$ cat src/rtl/axi_conf.sv
// AXI4+ATOP channel and request/response struct types for the slave-side port.
package axi_conf;

  localparam int unsigned IdWidth   = 4;
  localparam int unsigned AddrWidth = 32;
  localparam int unsigned DataWidth = 64;
  localparam int unsigned StrbWidth = DataWidth / 8;
  localparam int unsigned UserWidth = 1;

  typedef logic [IdWidth-1:0]   id_t;
  typedef logic [AddrWidth-1:0] addr_t;
  typedef logic [DataWidth-1:0] data_t;
  typedef logic [StrbWidth-1:0] strb_t;
  typedef logic [UserWidth-1:0] user_t;

  typedef struct packed {
    id_t        id;
    addr_t      addr;
    logic [7:0] len;
    logic [2:0] size;
    logic [1:0] burst;
    logic       lock;
    logic [3:0] cache;
    logic [2:0] prot;
    logic [3:0] qos;
    logic [3:0] region;
    logic [5:0] atop;
    user_t      user;
  } aw_chan_t;

  typedef struct packed {
    data_t data;
    strb_t strb;
    logic  last;
    user_t user;
  } w_chan_t;

  typedef struct packed {
    id_t        id;
    logic [1:0] resp;
    user_t      user;
  } b_chan_t;

  typedef struct packed {
    id_t        id;
    addr_t      addr;
    logic [7:0] len;
    logic [2:0] size;
    logic [1:0] burst;
    logic       lock;
    logic [3:0] cache;
    logic [2:0] prot;
    logic [3:0] qos;
    logic [3:0] region;
    user_t      user;
  } ar_chan_t;

  typedef struct packed {
    id_t        id;
    data_t      data;
    logic [1:0] resp;
    logic       last;
    user_t      user;
  } r_chan_t;

  typedef struct packed {
    aw_chan_t aw;
    logic     aw_valid;
    w_chan_t  w;
    logic     w_valid;
    logic     b_ready;
    ar_chan_t ar;
    logic     ar_valid;
    logic     r_ready;
  } req_slv_t;

  typedef struct packed {
    logic     aw_ready;
    logic     ar_ready;
    logic     w_ready;
    logic     b_valid;
    b_chan_t  b;
    logic     r_valid;
    r_chan_t  r;
  } resp_slv_t;

endpackage

$ cat src/rtl/axi_pmp_pkg.sv
// State encodings and default response constants for the PMP error subordinate.
package axi_pmp_pkg;

  typedef enum logic [1:0] {W_IDLE, W_DRAIN, W_RESP, W_ATOP} w_state_e;
  typedef enum logic       {R_IDLE, R_SEND} r_state_e;

  localparam logic [1:0]  RESP_SLVERR       = 2'b10;
  localparam logic [1:0]  RESP_DECERR       = 2'b11;
  localparam logic [63:0] DEFAULT_RESP_DATA = 64'hBADC_AB1E_BADC_AB1E;

  localparam int unsigned DataReps = (axi_conf::DataWidth + 63) / 64;

  // Replicate the 64-bit pattern across the bus, truncating any excess.
  function automatic axi_conf::data_t fill_data(input logic [63:0] pattern);
    logic [DataReps*64-1:0] rep;
    rep = {DataReps{pattern}};
    return rep[axi_conf::DataWidth-1:0];
  endfunction

endpackage

$ cat src/rtl/axi_pmp_err_slv.sv
// Terminates every AXI4+ATOP transaction with an error response.
// Writes are drained and answered on B; atomics additionally get an R burst.
module axi_pmp_err_slv
  import axi_pmp_pkg::*;
#(
  parameter logic [1:0]  RespCode = RESP_SLVERR,
  parameter logic [63:0] RespData = DEFAULT_RESP_DATA,
  parameter int unsigned CntWidth = 32
) (
  input  logic                clk_i,
  input  logic                rst_ni,
  input  axi_conf::req_slv_t  slv_req_i,
  output axi_conf::resp_slv_t slv_resp_o,
  output logic [CntWidth-1:0] err_cnt_o,
  output logic                busy_o
);

  w_state_e          w_state_q;
  axi_conf::id_t     w_id_q;
  logic [7:0]        w_len_q;
  logic              w_atop_q;
  axi_conf::b_chan_t b_q;

  r_state_e          r_state_q;
  logic [7:0]        r_cnt_q;
  logic [7:0]        r_len_q;
  axi_conf::r_chan_t r_q;

  logic [CntWidth-1:0] err_cnt_q, err_cnt_d;
  logic [CntWidth:0]   cnt_sum;

  logic          ar_ready;
  logic          ar_hs;
  logic          atop_handover;
  axi_conf::id_t start_id;
  logic [7:0]    start_len;
  logic          w_done;
  logic          r_done;
  logic          unused_req;

  // Atomic responses own the read path whenever the write side is waiting to hand over.
  assign ar_ready      = (r_state_q == R_IDLE) && (w_state_q != W_ATOP);
  assign ar_hs         = ar_ready && slv_req_i.ar_valid;
  assign atop_handover = (r_state_q == R_IDLE) && (w_state_q == W_ATOP);
  assign start_id      = atop_handover ? w_id_q  : slv_req_i.ar.id;
  assign start_len     = atop_handover ? w_len_q : slv_req_i.ar.len;

  assign w_done = (w_state_q == W_RESP) && slv_req_i.b_ready && !w_atop_q;
  assign r_done = (r_state_q == R_SEND) && slv_req_i.r_ready && r_q.last;

  // Address, attributes and write data are ignored by design.
  assign unused_req = ^slv_req_i;

  // Write FSM: accept AW, drain W until last, answer on B, hand atomics to the read side.
  always_ff @(posedge clk_i) begin
    if (!rst_ni) begin
      w_state_q <= W_IDLE;
      w_id_q    <= '0;
      w_len_q   <= '0;
      w_atop_q  <= 1'b0;
      b_q       <= '0;
    end else begin
      case (w_state_q)
        W_IDLE: begin
          if (slv_req_i.aw_valid) begin
            w_id_q    <= slv_req_i.aw.id;
            w_len_q   <= slv_req_i.aw.len;
            w_atop_q  <= slv_req_i.aw.atop[5];
            w_state_q <= W_DRAIN;
          end
        end
        W_DRAIN: begin
          if (slv_req_i.w_valid && slv_req_i.w.last) begin
            b_q.id    <= w_id_q;
            b_q.resp  <= RespCode;
            b_q.user  <= '0;
            w_state_q <= W_RESP;
          end
        end
        W_RESP: begin
          if (slv_req_i.b_ready) begin
            w_state_q <= w_atop_q ? W_ATOP : W_IDLE;
          end
        end
        W_ATOP: begin
          if (r_state_q == R_IDLE) begin
            w_state_q <= W_IDLE;
          end
        end
        default: w_state_q <= W_IDLE;
      endcase
    end
  end

  // Read FSM: stream len+1 error beats for an AR or a handed-over atomic.
  always_ff @(posedge clk_i) begin
    if (!rst_ni) begin
      r_state_q <= R_IDLE;
      r_cnt_q   <= '0;
      r_len_q   <= '0;
      r_q       <= '0;
    end else begin
      case (r_state_q)
        R_IDLE: begin
          if (atop_handover || ar_hs) begin
            r_len_q   <= start_len;
            r_cnt_q   <= '0;
            r_q.id    <= start_id;
            r_q.data  <= fill_data(RespData);
            r_q.resp  <= RespCode;
            r_q.last  <= (start_len == 8'd0);
            r_q.user  <= '0;
            r_state_q <= R_SEND;
          end
        end
        R_SEND: begin
          if (slv_req_i.r_ready) begin
            if (r_q.last) begin
              r_state_q <= R_IDLE;
            end else begin
              r_cnt_q  <= r_cnt_q + 8'd1;
              r_q.last <= ((r_cnt_q + 8'd1) == r_len_q);
            end
          end
        end
        default: r_state_q <= R_IDLE;
      endcase
    end
  end

  // Both FSMs may finish in the same cycle, so the counter can step by two.
  always_comb begin
    cnt_sum   = {1'b0, err_cnt_q} + {{CntWidth{1'b0}}, w_done} + {{CntWidth{1'b0}}, r_done};
    err_cnt_d = cnt_sum[CntWidth] ? '1 : cnt_sum[CntWidth-1:0];
  end

  // Completed error transaction counter.
  always_ff @(posedge clk_i) begin
    if (!rst_ni) begin
      err_cnt_q <= '0;
    end else begin
      err_cnt_q <= err_cnt_d;
    end
  end

  // Ready/valid are pure state decodes; payloads come straight from registers.
  always_comb begin
    slv_resp_o          = '0;
    slv_resp_o.aw_ready = (w_state_q == W_IDLE);
    slv_resp_o.w_ready  = (w_state_q == W_DRAIN);
    slv_resp_o.b_valid  = (w_state_q == W_RESP);
    slv_resp_o.b        = b_q;
    slv_resp_o.ar_ready = ar_ready;
    slv_resp_o.r_valid  = (r_state_q == R_SEND);
    slv_resp_o.r        = r_q;
  end

  assign err_cnt_o = err_cnt_q;
  assign busy_o    = (w_state_q != W_IDLE) || (r_state_q != R_IDLE);

endmodule

$ cat config.mk
export PLATFORM = sky130hd
export DESIGN_NAME = axi_pmp_err_slv
export DESIGN_NICKNAME = d
export VERILOG_FILES = /design/src/rtl/axi_conf.sv /design/src/rtl/axi_pmp_pkg.sv /design/src/rtl/axi_pmp_err_slv.sv
export SDC_FILE = /design/constraint.sdc
export NUM_CORES = 1
export LEC_CHECK = 0
export CAP_MARGIN = 0
export CORE_AREA = 2 2 129 131
export DETAILED_ROUTE_END_ITERATION = 8
export DIE_AREA = 0 0 131 133
export PLACE_DENSITY = 0.7
export SETUP_SLACK_MARGIN = 0.3
export SYNTH_ARGS = -nofsm -noshare
export SYNTH_HDL_FRONTEND = slang
export SYNTH_SLANG_ARGS = --single-unit
$ cat constraint.sdc
create_clock -name clk_i -period 3.05 [get_ports clk_i]
set_input_delay 0.61 -clock clk_i [delete_from_list [all_inputs] [get_ports clk_i]]
set_output_delay 0.61 -clock clk_i [all_outputs]
set_load 0.1 [all_outputs]
======== Word level (Yosys, flattened, before mapping) ========
Index checks and enable logic that the tools add are counted.
word-level totals
  output and inout bits ................... 117
  bits in registers ....................... 76
  logic and storage cells ................. 71
  bits of input ports ..................... 219
cells by class
  equality and inequality tests ........... 12
  reductions and logical operators ........ 20
  muxes and demuxes ....................... 21
  bitwise logic cells ..................... 1
  $add $sub $neg .......................... 3
operators by type and width
  kind                 number
  $add 32x1->33        1
  $add 33x1->33        1
  $mux 32              1
  $mux 8               4
  $pmux 8 s2           1
  $mux 2               6
  $ne 2x2->1 const B   6
  $add 8x1->8 const B  1
  $eq 8x8->1           1
  $logic_and 1x1->1    8
  $logic_not 8->1      1
  $pmux 2 s4           1
  $reduce_and 2->1     4
  $mux 1               5
  $eq 2x2->1 const B   2
  $mux 4               1
  $ne 2x1->1 const B   2
  $pmux 1 s2           2
  $reduce_and 4->1     1
  $reduce_and 3->1     1
  $eq 2x1->1 const B   1
  $logic_not 2->1      1
  $logic_or 1x1->1     2
  $reduce_bool 2->1    1
  other kinds (2)      2

======== Longest topological paths before layout ========
  word-level depth ........................ 6
  gate-level depth with buffers ........... 12
  mapped depth without buffers ............ 10

======== Worst setup path before layout ========
No wires, ideal clock.
  path kind ............................... register to register
  from .................................... register w_state_q[0]
  to ...................................... register err_cnt_q[15] (netlist: err_cnt_o[15])
  data required time ...................... 2.979 ns
  library setup time ...................... 0.071 ns
  arrival time ............................ 4.202 ns
  slack ................................... -1.223 ns
  period minus slack after synthesis ...... 4.273 ns
  path buffers ............................ 3
  stages on the path, launching flop included .. 13
  cells stage by stage .................... dfxtp_1 -> clkbuf_1 -> nor2b_1 -> nand3_1 -> fa_1 -> inv_1 -> ha_1 -> nand2_1 -> or3_4 -> or4_4 -> buf_6 -> buf_12 -> a21oi_4
RTL lines
  what                    RTL line                RTL
  start, declared         axi_pmp_err_slv.sv:18   w_state_e w_state_q;
  start signal, assigned  axi_pmp_err_slv.sv:82   w_state_q <= w_atop_q ? W_ATOP : W_IDLE;
  end signal, assigned    axi_pmp_err_slv.sv:142  err_cnt_q <= err_cnt_d;
  end, declared           axi_pmp_err_slv.sv:29   logic [CntWidth-1:0] err_cnt_q, err_cnt_d;

======== Worst setup path after layout ========
  from .................................... register w_state_q[1]
  to ...................................... register err_cnt_q[15] (netlist: err_cnt_o[15])
between the ends
  cells in the longest elaborated chain, start to end .. 6
ends and longest elaborated chain
  what                             RTL line                RTL
  $eq 2x2->1                       axi_pmp_err_slv.sv:48   assign w_done = (w_state_q == W_RESP) && slv_req_i.b_ready && !w_atop_q;
  $logic_and 1x1->1 (2 in series)  axi_pmp_err_slv.sv:48
  $add 32x1->33                    axi_pmp_err_slv.sv:133  cnt_sum = {1'b0, err_cnt_q} + {{CntWidth{1'b0}}, w_done} + {{CntWidth{1'b0}}, r_done};
  $add 33x1->33                    axi_pmp_err_slv.sv:133
  $mux 32                          axi_pmp_err_slv.sv:134  err_cnt_d = cnt_sum[CntWidth] ? '1 : cnt_sum[CntWidth-1:0];
No other way between the ends.
A chain may end at the register's enable or synchronous reset.

==> impl_metrics.json <==
{
  "grt_pass1_wl_um": 18100,
  "htree_levels": 3,
  "drive_above_1_share": 0.273,
  "place_congestion": 0.832,
  "muxShareOfSynthArea": 0.0119,
  "yosys_warnings": 0,
  "synthCells": 513,
  "fillers": 1634,
  "cts_buffer_depth": 2,
  "power_leakage_nw": 2.35,
  "drc": 0,
  "grtUsageTotal": 0.135,
  "rows": 47,
  "tightestPinTransition_ns": 0.630,
  "grt_setup_unrepaired": "false",
  "slew_headroom": 0.580,
  "postLayoutCoreUtil": 0.368,
  "crit_fanout": 10,
  "dp_hpwl_um": 8890,
  "power_density_nw_per_um2": 631,
  "antenna_found_initial": 1,
  "synth_seq_area_share": 0.358,
  "crit_end": "err_cnt_o[15]",
  "cts_sinks": 75,
  "grt_pass1_vias": 3494,
  "cp-start-kind": "flip-flop",
  "vias": 3689,
  "synth_top_family_by_area": "simple AND/OR/NAND/NOR gates",
  "synth-simple-area-share": 0.216,
  "ir_drop_mv": 0.359,
  "r2r_setup_slack_ns": 0.43,
  "synth_compound_area_frac": 0.153,
  "finClkSkew_ns": 0.00730,
  "end_kind": "flip-flop",
  "critPathLaunch": "w_state_q[1]",
  "synth_top_area_cell": "dfxtp_1",
  "ys_seq_elements": 75,
  "wirelength_um": 11600,
  "reg2regPathDepth": 10,
  "dieArea_sq_um": 17400,
  "path_clk_slew_ns": 0.06,
  "fp.dieW_um": 131,
  "synth_top_area_share": 0.358,
  "synth.area.top_cells": "dfxtp_1 (36%), buf_4 (13%), nand2_1 (5.6%)",
  "numCtsBuffers": 9,
  "setup_viol": 0,
  "wl_per_cell_um": 14.0,
  "hold_path_startpoint": "slv_resp_o[75]",
  "max-cap-violations": 0,
  "syn-cell-area_sq_um": 4200,
  "io_buffers": 119,
  "slew_violations": 0,
  "critPathArrivalTime_ns": 2.89,
  "ant_nets": 0,
  "synthMostInstantiatedCell": "dfxtp_1",
  "overflow": 0,
  "cts_tree": "yes",
  "r2r_start": "w_state_q[1]",
  "synth_common_cells": "dfxtp_1 (75), buf_4 (70), nand2_1 (63)",
  "synthFlopType": "dfxtp_1",
  "synthArstFlopShare": 0,
  "min_period_over_period": 0.859,
  "die_y_um": 133,
  "core-area_sq_um": 16200,
  "tns_ns": 0,
  "fmax_ghz": 0.382,
  "grt_start_max_net_pins": 41,
  "finalHoldViolCount": 0,
  "viasPerCell": 4.46,
  "synth_adder_area_share": 0.0107,
  "criticalPathCategory": "flip-flop to flip-flop",
  "fin_crit_ns": 2.62,
  "area_growth_pct": 41.7,
  "holdCritPathClass": "flip-flop to flip-flop",
  "io_pins": 336,
  "first_pass_iters": 4,
  "final_nets": 824,
  "synth-edff-count": 0,
  "synthDistinctLibCells": 52,
  "clk_latency_ns": 0.33,
  "worstPathRequired_ns": 3.32,
  "root_buffer": "clkbuf_16",
  "syn_avg_cell_area_sq_um": 8.18,
  "drtIter0Drc": 267,
  "initial_utilization": 0.259,
  "status": "complete, no violations",
  "synth-xor-area-share": 0.0710,
  "r2r_end": "err_cnt_o[15]"
}
==> worst min-delay path by stage <==
| stage | to | slack [ns] | cells past startpoint |
|---|---|---|---|
| after CTS | slv_resp_o[75] | 0.45 | 2 |
| after floorplan | w_id_q[0] | 0.45 | 2 |
| after global placement | slv_resp_o[75] | 0.44 | 2 |
| final | slv_resp_o[75] | 0.45 | 2 |
| after global routing | slv_resp_o[75] | 0.50 | 2 |
| after detailed placement | slv_resp_o[75] | 0.44 | 2 |
==> layout make-up <==
class                           count  area [sq um]  area share
Antenna cell                        1          2.50    0.000421
Clock buffer                       10           239      0.0402
Clock inverter                      6          88.8      0.0149
Inverter                           17          63.8      0.0107
Multi-Input combinational cell    356          2100       0.353
Sequential cell                    75          1510       0.254
Tap cell                          220           275      0.0463
Timing Repair Buffer              143          1670       0.281
==> cell usage in the layout (no fill, tap or decap), types with 2 or more instances in the layout <==
| cell type | n |
|---|---|
| dfxtp_2 | 2 |
| nand4_1 | 5 |
| xor2_1 | 15 |
| buf_12 | 41 |
| nand2b_1 | 2 |
| and2_1 | 2 |
| and4_1 | 3 |
| nor2b_1 | 4 |
| a2111oi_0 | 2 |
| a31oi_1 | 7 |
| or3_1 | 3 |
| o21ai_0 | 10 |
| conb_1 | 30 |
| clkinvlp_4 | 2 |
| a21oi_2 | 20 |
| clkdlybuf4s50_1 | 30 |
| a21oi_1 | 34 |
| mux2i_1 | 5 |
| and3_1 | 9 |
| nand3b_1 | 5 |
| nand3_2 | 2 |
| buf_6 | 3 |
| a311oi_1 | 9 |
| xnor2_1 | 19 |
| nand3_1 | 20 |
| buf_4 | 67 |
| inv_2 | 2 |
| nor2_1 | 44 |
| inv_1 | 15 |
| nor4_1 | 5 |
| nand2_1 | 62 |
| clkbuf_16 | 9 |
| nor3_1 | 13 |
| o21a_1 | 2 |
| dfxtp_1 | 72 |
| bufinv_16 | 2 |
| o22ai_1 | 4 |
==> cells by family (layout without fill, tap and decap cells) <==
logic type      after synthesis  in the layout
other cells                   1             31
fa+ha+maj                     3              3
simple gates                189            189
mux                           5              5
buf+inv                     111            176
compound gates               95             95
flops                        75             75
xor+xnor                     34             34
==> registers in the layout (all words and copies together), names as in the netlist <==
register    flops
w_atop_q        1
err_cnt_o      32
r_len_q         8
w_len_q         8
w_state_q       2
r_state_q       1
slv_resp_o     11
w_id_q          4
r_cnt_q         8
==> through the flow <==
stage / area [sq um] / setup WS [ns] / instances / hold slack, ns / total power, mW
global placement: 5590 / -0.342 / 810 / 0.436 / 2.61
floorplan: 4360 / -0.0556 / 542 / 0.449 / 2.29
detailed placement: 5590 / -0.334 / 810 / 0.443 / 2.62
CTS: 5940 / 0.327 / 827 / 0.455 / 3.79
finish: 5940 / 0.430 / 828 / 0.452 / 3.75
global route: 5940 / 0.314 / 827 / 0.497 / 3.90
==> worst max-delay path, stage by stage (launching register included) <==
cell and delay (ns):
dfxtp_4 0.35, nor2b_4 0.16, nand3_2 0.10, fa_2 0.41, inv_2 0.07, ha_4 0.13
nand2_2 0.06, or3_4 0.38, or4_4 0.58, buf_12 0.19, a21oi_4 0.11
==> power breakdown <==
part	leakage (nW)	switching [mW]	internal (mW)
Clock	0.155	0.416	0.738
Sequential	0.612	0.0510	1.04
Combinational	1.59	1.11	0.396
Total	2.35	1.58	2.18
==> per-layer routing <==
metal / vias to the layer above / part of all wire / track usage
met1: 1695 / 0.46 / 0.184
met3: 2 / 0.13 / 0.0780
met5: - / 0 / 0
li1: 1826 / - / -
met2: 166 / 0.40 / 0.183
met4: 0 / 0.0032 / 0.0290
==> timing repair <==
item | 4_1_cts | 5_1_grt
endpoints found under the hold margin | 0 | 0
pin swaps | 2 | 1
gates cloned | 0 | 0
setup endpoints to repair | 31 | 25
hold buffers | 0 | 0
resized for setup | 8 | 2
buffers inserted | 1 | 0
No activity file was read; power rests on OpenSTA's default activity.
